$ cat config.mk
export PLATFORM = sky130hd
export DESIGN_NAME = issue_unit_scheduler_flat
export DESIGN_NICKNAME = d
export VERILOG_FILES = /design/src/rtl/issue_unit_scheduler_if.sv /design/src/rtl/issue_unit_scheduler.sv /design/src/flat_wrapper.sv
export SDC_FILE = /design/constraint.sdc
export NUM_CORES = 1
export LEC_CHECK = 0
export CAP_MARGIN = 20
export CORE_MARGIN = 2
export CORE_UTILIZATION = 40
export CTS_CLUSTER_SIZE = 8
export DETAILED_ROUTE_END_ITERATION = 7
export PLACE_DENSITY = 0.65
export SLEW_MARGIN = 20
export SYNTH_ARGS = -nofsm -noshare
export SYNTH_HDL_FRONTEND = slang
export SYNTH_SLANG_ARGS = --single-unit
$ cat constraint.sdc
create_clock -name clk -period 4.4 [get_ports clk]
set_input_delay 0.66 -clock clk [delete_from_list [all_inputs] [get_ports clk]]
set_output_delay 0.66 -clock clk [all_outputs]
set_load 0.02 [all_outputs]
$ cat src/rtl/issue_unit_scheduler_if.sv
// Issue-unit bus: IBuffer issue/exit requests, RAU launch/retire handshake, OC select.
// The master side (IBuffers, RAU, OC) drives requests; the slave side is the scheduler.
interface issue_unit_scheduler_if #(
  parameter int NUM_WARPS = 8,
  parameter int WID_W     = 3
);
  logic                 launch_valid_RAU;
  logic [WID_W-1:0]     launch_wid_RAU;
  logic [NUM_WARPS-1:0] req_IB_IU;
  logic [NUM_WARPS-1:0] grt_IU_IB;
  logic [NUM_WARPS-1:0] exit_req_IB_IU;
  logic [NUM_WARPS-1:0] exit_grt_IU_IB;
  logic                 stall_OC_IU;
  logic                 valid_IU_OC;
  logic [WID_W-1:0]     wid_IU_OC;
  logic                 exit_valid_IU_RAU;
  logic [WID_W-1:0]     exit_wid_IU_RAU;
  logic                 exit_ack_RAU_IU;
  logic [NUM_WARPS-1:0] active_IU;

  modport master (
    output launch_valid_RAU, launch_wid_RAU, req_IB_IU, exit_req_IB_IU,
           stall_OC_IU, exit_ack_RAU_IU,
    input  grt_IU_IB, exit_grt_IU_IB, valid_IU_OC, wid_IU_OC,
           exit_valid_IU_RAU, exit_wid_IU_RAU, active_IU
  );

  modport slave (
    input  launch_valid_RAU, launch_wid_RAU, req_IB_IU, exit_req_IB_IU,
           stall_OC_IU, exit_ack_RAU_IU,
    output grt_IU_IB, exit_grt_IU_IB, valid_IU_OC, wid_IU_OC,
           exit_valid_IU_RAU, exit_wid_IU_RAU, active_IU
  );
endinterface

$ cat src/rtl/issue_unit_scheduler.sv
// Per-SM issue unit: round-robin issue arbitration over active warps plus a
// serialised warp-exit handshake with the RAU.
module issue_unit_scheduler #(
  parameter int NUM_WARPS = 8,
  parameter int WID_W     = 3
) (
  input logic                   clk,
  input logic                   rst,
  issue_unit_scheduler_if.slave bus
);
  typedef enum logic {S_IDLE, S_WAIT_ACK} exit_state_t;

  exit_state_t          r_state;
  logic [NUM_WARPS-1:0] r_active;
  logic [WID_W-1:0]     r_rr_ptr;
  logic [WID_W-1:0]     r_exit_wid;
  logic                 r_exit_valid;

  logic [NUM_WARPS-1:0] w_exit_cand;
  logic [NUM_WARPS-1:0] w_exit_grt;
  logic [NUM_WARPS-1:0] w_exiting;
  logic [NUM_WARPS-1:0] w_launch_mask;
  logic [NUM_WARPS-1:0] w_eligible;
  logic [NUM_WARPS-1:0] w_grt;
  logic [WID_W-1:0]     w_exit_id;
  logic [WID_W-1:0]     w_wid;
  logic [WID_W-1:0]     w_idx;
  logic                 w_exit_any;
  logic                 w_grant_any;

  assign w_exit_cand = bus.exit_req_IB_IU & r_active;
  assign w_exit_any  = (r_state == S_IDLE) && (w_exit_cand != '0);

  // Lowest-index exit candidate wins.
  always_comb begin
    w_exit_id = '0;
    for (int i = NUM_WARPS - 1; i >= 0; i--) begin
      if (w_exit_cand[i]) w_exit_id = WID_W'(i);
    end
  end

  // A warp is barred from issue both in its exit-grant cycle and while held by the FSM.
  for (genvar gi = 0; gi < NUM_WARPS; gi++) begin : g_warp
    assign w_exit_grt[gi]    = w_exit_any && (w_exit_id == WID_W'(gi));
    assign w_exiting[gi]     = w_exit_grt[gi] ||
                               ((r_state == S_WAIT_ACK) && (r_exit_wid == WID_W'(gi)));
    assign w_launch_mask[gi] = bus.launch_valid_RAU && (bus.launch_wid_RAU == WID_W'(gi));
  end

  assign w_eligible = bus.req_IB_IU & r_active & ~w_exiting;

  // Search rr_ptr, rr_ptr+1, ...; the index wraps for free since NUM_WARPS is a power of 2.
  always_comb begin
    w_grt       = '0;
    w_wid       = '0;
    w_idx       = '0;
    w_grant_any = 1'b0;
    if (!bus.stall_OC_IU) begin
      for (int i = 0; i < NUM_WARPS; i++) begin
        w_idx = r_rr_ptr + WID_W'(i);
        if (!w_grant_any && w_eligible[w_idx]) begin
          w_grant_any  = 1'b1;
          w_grt[w_idx] = 1'b1;
          w_wid        = w_idx;
        end
      end
    end
  end

  always_ff @(posedge clk or negedge rst) begin
    if (!rst) begin
      r_state      <= S_IDLE;
      r_active     <= '0;
      r_rr_ptr     <= '0;
      r_exit_wid   <= '0;
      r_exit_valid <= 1'b0;
    end else begin
      // Launch is OR-ed in after the exit clear so a same-cycle relaunch keeps the bit.
      r_active <= (r_active & ~w_exit_grt) | w_launch_mask;
      if (w_grant_any) r_rr_ptr <= w_wid + WID_W'(1);
      case (r_state)
        S_IDLE: begin
          if (w_exit_any) begin
            r_state      <= S_WAIT_ACK;
            r_exit_valid <= 1'b1;
            r_exit_wid   <= w_exit_id;
          end
        end
        S_WAIT_ACK: begin
          if (bus.exit_ack_RAU_IU) begin
            r_state      <= S_IDLE;
            r_exit_valid <= 1'b0;
          end
        end
      endcase
    end
  end

  assign bus.grt_IU_IB         = w_grt;
  assign bus.valid_IU_OC       = w_grant_any;
  assign bus.wid_IU_OC         = w_wid;
  assign bus.exit_grt_IU_IB    = w_exit_grt;
  assign bus.exit_valid_IU_RAU = r_exit_valid;
  assign bus.exit_wid_IU_RAU   = r_exit_wid;
  assign bus.active_IU         = r_active;
endmodule

$ cat src/flat_wrapper.sv
// flat-port wrapper written by rule: the top's interface ports become plain ports
module issue_unit_scheduler_flat 
#(
  parameter int NUM_WARPS = 8,
  parameter int WID_W     = 3
)
  (clk, rst, bus_launch_valid_RAU, bus_launch_wid_RAU, bus_req_IB_IU, bus_exit_req_IB_IU, bus_stall_OC_IU, bus_exit_ack_RAU_IU, bus_grt_IU_IB, bus_exit_grt_IU_IB, bus_valid_IU_OC, bus_wid_IU_OC, bus_exit_valid_IU_RAU, bus_exit_wid_IU_RAU, bus_active_IU);
  issue_unit_scheduler_if #(.NUM_WARPS(NUM_WARPS), .WID_W(WID_W)) bus_i ();
  input logic clk;
  input logic rst;
  input wire logic [$bits(bus_i.launch_valid_RAU)-1:0] bus_launch_valid_RAU;
  input wire logic [$bits(bus_i.launch_wid_RAU)-1:0] bus_launch_wid_RAU;
  input wire logic [$bits(bus_i.req_IB_IU)-1:0] bus_req_IB_IU;
  input wire logic [$bits(bus_i.exit_req_IB_IU)-1:0] bus_exit_req_IB_IU;
  input wire logic [$bits(bus_i.stall_OC_IU)-1:0] bus_stall_OC_IU;
  input wire logic [$bits(bus_i.exit_ack_RAU_IU)-1:0] bus_exit_ack_RAU_IU;
  output wire logic [$bits(bus_i.grt_IU_IB)-1:0] bus_grt_IU_IB;
  output wire logic [$bits(bus_i.exit_grt_IU_IB)-1:0] bus_exit_grt_IU_IB;
  output wire logic [$bits(bus_i.valid_IU_OC)-1:0] bus_valid_IU_OC;
  output wire logic [$bits(bus_i.wid_IU_OC)-1:0] bus_wid_IU_OC;
  output wire logic [$bits(bus_i.exit_valid_IU_RAU)-1:0] bus_exit_valid_IU_RAU;
  output wire logic [$bits(bus_i.exit_wid_IU_RAU)-1:0] bus_exit_wid_IU_RAU;
  output wire logic [$bits(bus_i.active_IU)-1:0] bus_active_IU;
  assign bus_i.launch_valid_RAU = bus_launch_valid_RAU;
  assign bus_i.launch_wid_RAU = bus_launch_wid_RAU;
  assign bus_i.req_IB_IU = bus_req_IB_IU;
  assign bus_i.exit_req_IB_IU = bus_exit_req_IB_IU;
  assign bus_i.stall_OC_IU = bus_stall_OC_IU;
  assign bus_i.exit_ack_RAU_IU = bus_exit_ack_RAU_IU;
  assign bus_grt_IU_IB = bus_i.grt_IU_IB;
  assign bus_exit_grt_IU_IB = bus_i.exit_grt_IU_IB;
  assign bus_valid_IU_OC = bus_i.valid_IU_OC;
  assign bus_wid_IU_OC = bus_i.wid_IU_OC;
  assign bus_exit_valid_IU_RAU = bus_i.exit_valid_IU_RAU;
  assign bus_exit_wid_IU_RAU = bus_i.exit_wid_IU_RAU;
  assign bus_active_IU = bus_i.active_IU;
  issue_unit_scheduler #(.NUM_WARPS(NUM_WARPS), .WID_W(WID_W)) u_core (.clk(clk), .rst(rst), .bus(bus_i));
endmodule
**After elaboration in Yosys (flattened, before gate mapping)**

Cells that the tools add are included.

- Add/subtract/negate cells: 8
- Multiply operators: 0
- Div/mod/pow operators: 0
- $lt $le $gt $ge: 16
- Equal/unequal tests: 23
- Shift-type cells: 0
- Mux-type cells: 87
- Bitwise gates (word level): 15
- Reduce and logical (&&, ||, !) cells: 61

Operators by type and width:

| cell | number |
|---|---|
| two-way mux 8 bit | 16 |
| OR 8 bit | 8 |
| two-way mux 3 bit | 17 |
| logical AND 1 bit | 40 |
| == test 3 bit, second input constant | 12 |
| two-way mux 1 bit | 36 |
| bitwise AND 8 bit | 4 |
| < comparator 3 x 4 -> 1 bit, second input constant | 8 |
| binary-select mux 1 bit (select 3 bit) | 8 |
| demux 1 bit (select 3 bit) | 8 |
| >= comparator 3 x 1 -> 1 bit, second input constant | 8 |
| == test 3 x 2 -> 1 bit, second input constant | 6 |
| NOT 8 bit | 2 |
| adder 3 bit, second input constant | 4 |
| == test 3 x 1 -> 1 bit, second input constant | 3 |
| zero test 3 bit | 3 |
| logical OR 1 bit | 8 |
| nonzero test 8 bit | 1 |
| zero test 1 bit | 7 |
| adder 3 x 1 -> 3 bit, second input constant | 2 |
| adder 3 x 2 -> 3 bit, second input constant | 2 |
| case mux 1 bit (2 select lines) | 2 |
| AND reduction 2 bit | 2 |
| inequality test 2 x 1 -> 1 bit, second input constant | 1 |
| 2 further kinds | 2 |

- Bits in registers: 16
- Latch bits: 0
- Memory bits (writable): 0
- Bits in read-only memories: 0
- Input port bits: 24
- Output and inout bits: 32
- Word-level logic and storage cells: 215
- Memories kept: 0

**Logic depth before layout (Yosys ltp)**

- Depth in word-level cells: 47
- Gate-level depth with buffers: 17
- Mapped depth without buffers: 15

**Worst setup path before layout**

No wires, ideal clock.

- Path type: register -> output
- From: register u_core.r_rr_ptr[0]
- To: output bus_grt_IU_IB[0]
- Arrival time: 3.692 ns
- Data required time: 3.740 ns
- Path slack: 0.048 ns
- Cell stages (with the launch flop): 15
- Buffers on the path: 2
- Path through: dfrtp_1 -> clkbuf_1 -> inv_1 -> clkbuf_1 -> ha_1 -> inv_1 -> mux2i_1 -> a221o_2 -> a22oi_1 -> a211o_1 -> a211oi_4 -> nand3_2 -> or3b_1 -> a41o_1 -> nor2_1

- Word-level cells in the longest chain between the ends: 32
- Elaborated cells on any way between the ends: 114
- Those cells by class: add/sub (7); order compare (16); mux (62); bitwise (7); reduce/logical (22)

Ends and longest elaborated chain:

| item | line | source |
|---|---|---|
| from (decl) | issue_unit_scheduler.sv:15 | `logic [WID_W-1:0] r_rr_ptr;` |
| from (signal assigned) | issue_unit_scheduler.sv:80 | `if (w_grant_any) r_rr_ptr <= w_wid + WID_W'(1);` |
| parallel branches: the longest is 30 deep, another holds < comparator 3 x 4 -> 1 bit | n/a |  |
| two-way mux 8 bit (*) | issue_unit_scheduler.sv:61 | `if (!w_grant_any && w_eligible[w_idx]) begin` |
| two-way mux 8 bit (*) | issue_unit_scheduler.sv:58 | `if (!bus.stall_OC_IU) begin` |
| to (decl) | flat_wrapper.sv:17 | `output wire logic [$bits(bus_i.grt_IU_IB)-1:0] bus_grt_IU_IB;` |

Every way passes the cells marked *. The select of a mux whose other input is x is not followed.

**Worst setup path after layout**

- From: input bus_exit_req_IB_IU[1]
- To: output bus_wid_IU_OC[1]

- Word-level cells in the longest chain between the ends: 40
- Elaborated cells on any way between the ends: 84
- Those cells by class: eq/ne (7); mux (41); bitwise (3); reduce/logical (33)

Ends and longest elaborated chain:

| item | line | source |
|---|---|---|
| from (decl) | flat_wrapper.sv:14 | `input wire logic [$bits(bus_i.exit_req_IB_IU)-1:0] bus_exit_req_IB_IU;` |
| bitwise AND 8 bit (*) | issue_unit_scheduler.sv:31 | `assign w_exit_cand = bus.exit_req_IB_IU & r_active;` |
| two-way mux 3 bit (2 in a row) | issue_unit_scheduler.sv:38 | `if (w_exit_cand[i]) w_exit_id = WID_W'(i);` |
| == test 3 x 1 -> 1 bit, or another cell as far along | issue_unit_scheduler.sv:44 | `assign w_exit_grt[gi] = w_exit_any && (w_exit_id == WID_W'(gi));` |
| logical AND 1 bit | issue_unit_scheduler.sv:44 |  |
| logical OR 1 bit | issue_unit_scheduler.sv:45 | `assign w_exiting[gi] = w_exit_grt[gi] \|\|` |
| NOT 8 bit (*) | issue_unit_scheduler.sv:50 | `assign w_eligible = bus.req_IB_IU & r_active & ~w_exiting;` |
| bitwise AND 8 bit (*) | issue_unit_scheduler.sv:50 |  |
| binary-select mux 1 bit (select 3 bit) | issue_unit_scheduler.sv:61 |  |
| [... 23 more ...] | n/a |  |
| zero test 1 bit | issue_unit_scheduler.sv:61 |  |
| logical AND 1 bit | issue_unit_scheduler.sv:61 |  |
| two-way mux 1 bit | issue_unit_scheduler.sv:61 |  |
| two-way mux 1 bit | issue_unit_scheduler.sv:58 |  |
| zero test 1 bit | issue_unit_scheduler.sv:61 |  |
| logical AND 1 bit | issue_unit_scheduler.sv:61 |  |
| two-way mux 3 bit (*) | issue_unit_scheduler.sv:61 |  |
| two-way mux 3 bit (*) | issue_unit_scheduler.sv:58 |  |
| to (decl) | flat_wrapper.sv:20 | `output wire logic [$bits(bus_i.wid_IU_OC)-1:0] bus_wid_IU_OC;` |

Mark *: on every way between the ends. The rest lies on a longest branch, timed or not. The select of a mux whose other input is x is not followed.

==> impl_metrics.yaml <==
cts:
  htreeDepth: 1
  clock_latency_ns: 0.26
  cts_tree: "built"
  clk_pin_slew_ns: 0.06
  cts_made_buffers: 3
  cts_hold_buf: 0
  clock-sinks: 16
  cts_buffer_depth: 2
  clockRootBuffer: "clkbuf_8"
route:
  avgViaCountPerCell: 5.782
  ant_nets: 0
  num_vias: 2995
  drt_iter0_markers: 181
  first_pass_iters: 5
  route.detailed.drc: 0
  wl_um: 8569
  wl_per_cell_um: 16.54
worst_setup_path:
  critPathMostFrequentCell: "buf_4"
  critPathKind: "in -> out"
  reg2reg_slack_ns: 0.54
  crit_path_end_kind: "output pin"
  critPathMaxStageDelay_ns: 0.44
  worstPathRequired_ns: 3.74
  startpoint_type: "input port"
  reg2reg_to: "u_core.r_rr_ptr[2]$_DFFE_PN0P_"
  path_cells: "buf_8 -> a221o_1 -> o31ai_4 -> buf_4 -> or2_1 -> a221o_2 -> buf_4 -> buf_4 -> nand2b_1 -> o21ai_0 -> buf_4 -> a2111oi_1 -> o31ai_1 -> a21oi_2 -> clkdlybuf4s15_2"
  crit_arrival_ns: 3.69
  r2r_start: "u_core.bus.active_IU[1]$_DFF_PN0_"
  worst-path-max-fanout: 5
  crit_slowest_cell: "a2111oi_1"
  rr_worst_depth: 20
sta:
  slew-limit-headroom: 0.4670
  period_needed_ns: 4.349
  setup_viol: 0
  tightest_slew_ns: 0.7970
  post-route-period-util: 0.9885
  clock_skew_ns: 0.008125
  clock.fmax_ghz: 0.2299
  rsz0062_at_grt: "yes"
  tns_ns: 0
  slew_violations: 0
  hold_violations: 0
synth:
  async_reset_ff_frac: 1.000
  synth-seq-cells: 16
  synth_compound_area_frac: 0.3444
  synthFlopType: "dfrtp_1"
  syn_nets: 336
  synth_cell_types: 73
  syn_area_per_cell_um2: 7.446
  synth_edf_count: 0
  netlist_area_um2: 2271
  synth_warnings: 0
  ys_seq_area_frac: 0.1763
  synth_simple_gate_area_frac: 0.3251
  synth_top_family_by_area: "compound AO/OA/AOI/OAI gates"
  synthMuxAreaShare: 0.04904
  syn_inst: 305
  synthAdderAreaFrac: 0.03857
  synthXorXnorAreaFrac: 0.01928
global_route:
  grt_use_met1: 0.3378
  grt_pass1_vias: 2992
  antenna_found_initial: 0
  met2_usage: 0.5263
  overflow: 0
  grt_use_met3: 0.02500
  grt_use_total: 0.2818
  grt_max_degree: 27
  top_usage_layer: "met2"
  grt_pass1_wl_um: 14100
min_path:
  hold_class: "reg -> reg"
  hold-path-cell-count: 2
  worstHoldStart: "u_core.bus.exit_valid_IU_RAU$_DFFE_PN0P_"
  hold_end: "u_core.bus.exit_valid_IU_RAU$_DFFE_PN0P_"
floorplan:
  die_y_um: 79.35
  fp.dieW_um: 79.35
  dieArea_um2: 6296
  initial_core_util: 0.4124
  placementRows: 27
  ios: 56
  coreArea_um2: 5507
layout:
  final_common_cell: "buf_4"
  drive_gt1_frac: 0.3565
  stdcell_count: 518
  final_cell_mix: "buf_4, clkdlybuf4s50_1, nor2_1, nand2_1, dfrtp_1"
  syn_to_final_growth_pct: 65.90
  n_antenna_cell: 0
  design_area_um2: 3767
  nets: 478
power:
  p_leak_nw: 1.667
  p_int_mw: 1.854
  combPwrFrac: 0.885
  p_per_area_nw_per_um2: 978.2
  pwr-share-seq: 0.078
  p_clk_frac: 0.037
  p_sw_mw: 1.831
  swShare: 0.4968
  peakVddDrop_uv: 475.2
placed_design:
  hpwl_um: 6680
  port_buffers: 55
  globalplace.congestion: 0.9564
  place_area_um2: 3491
  placed_cells: 503
job:
  drv_cap: 0
run_status:
  status: "completed"
critical path: cells and delay by family:
family,cells,cell delay (ns)
simple gates,2,0.26
buf+inv,6,0.97
compound gates,7,1.81
synthesized netlist by cell type (7+ instances only):
master     n  area, um^2
a21oi_1   15       75.07
a22oi_1    9       67.56
and2_1    11       68.82
clkbuf_1   8       30.03
dfrtp_1   16       400.4
ha_1       7       87.58
inv_1     12       45.04
nand2_1   31       116.4
nand3_1    7       35.03
nand4_1    7       43.79
nor2_1    32       120.1
nor3_1    11       55.05
o21ai_0   13       65.06
final cells by class:
cell class,instances,area (um^2)
multi-input cells,261,1932
fillers,466,1739
repair buffers,150,1229
flip-flops and latches,16,402.9
well taps,72,90.09
inverters,15,58.81
clock buffers,4,55.05
power groups by stage:
stage          combinational, mW  clock, mW  sequential [mW]
2_1_floorplan               1.57          0            0.356
3_3_place_gp                2.96          0            0.276
3_5_place_dp                2.98          0            0.279
4_1_cts                     3.08      0.137            0.280
5_1_grt                     3.52      0.146            0.297
6_report                    3.26      0.137            0.287
cell families after synthesis:
kind of cell,count (synthesis)
fa+ha+maj,7
simple gates,139
xor+xnor,5
compound gates,102
mux,8
flops,16
buf+inv,28
through the flow:
step / setup slack, ns / power, mW / hold slack, ns / utilization
2_1_floorplan: 0.04774 / 1.923 / 0.3644 / -
3_3_place_gp: -0.8124 / 3.239 / 0.5345 / 0.6339
3_5_place_dp: -0.8394 / 3.264 / 0.5301 / 0.6339
4_1_cts: 0.003121 / 3.499 / 0.5536 / 0.6567
5_1_grt: -0.1056 / 3.966 / 0.6233 / 0.6842
6_report: 0.05063 / 3.685 / 0.5430 / 0.6842
how the worst max path moves through the flow:
stage,slack (ns),startpoint,endpoint
5_1_grt,-0.11,bus_exit_req_IB_IU[5],bus_grt_IU_IB[4]
4_1_cts,0.003,bus_exit_req_IB_IU[7],bus_grt_IU_IB[0]
3_3_place_gp,-0.81,bus_exit_req_IB_IU[5],bus_wid_IU_OC[1]
3_5_place_dp,-0.84,bus_exit_req_IB_IU[5],bus_grt_IU_IB[4]
2_1_floorplan,0.05,u_core.r_rr_ptr[0]$_DFFE_PN0P_,bus_grt_IU_IB[0]
6_report,0.05,bus_exit_req_IB_IU[1],bus_wid_IU_OC[1]
registers in the layout, indices dropped and copies added (netlist names):
| register | cells |
|---|---|
| u_core.r_rr_ptr | 3 |
| u_core.r_state | 1 |
| u_core.bus.active_IU | 8 |
| u_core.bus.exit_valid_IU_RAU | 1 |
| u_core.bus.exit_wid_IU_RAU | 3 |
layer usage:
metal	wire, um	up-vias	share of wire
met5	0	-	0
met4	166	0	0.019
met3	261	17	0.030
met2	4475	80	0.52
met1	3666	1439	0.43
li1	-	1459	-
what timing repair did:
item | CTS | global route
buffers inserted | 6 | 5
endpoints found under the setup margin | 12 | 12
resized for setup | 76 | 34
pin swaps | 25 | 20
(Power assumes the default switching activity.)
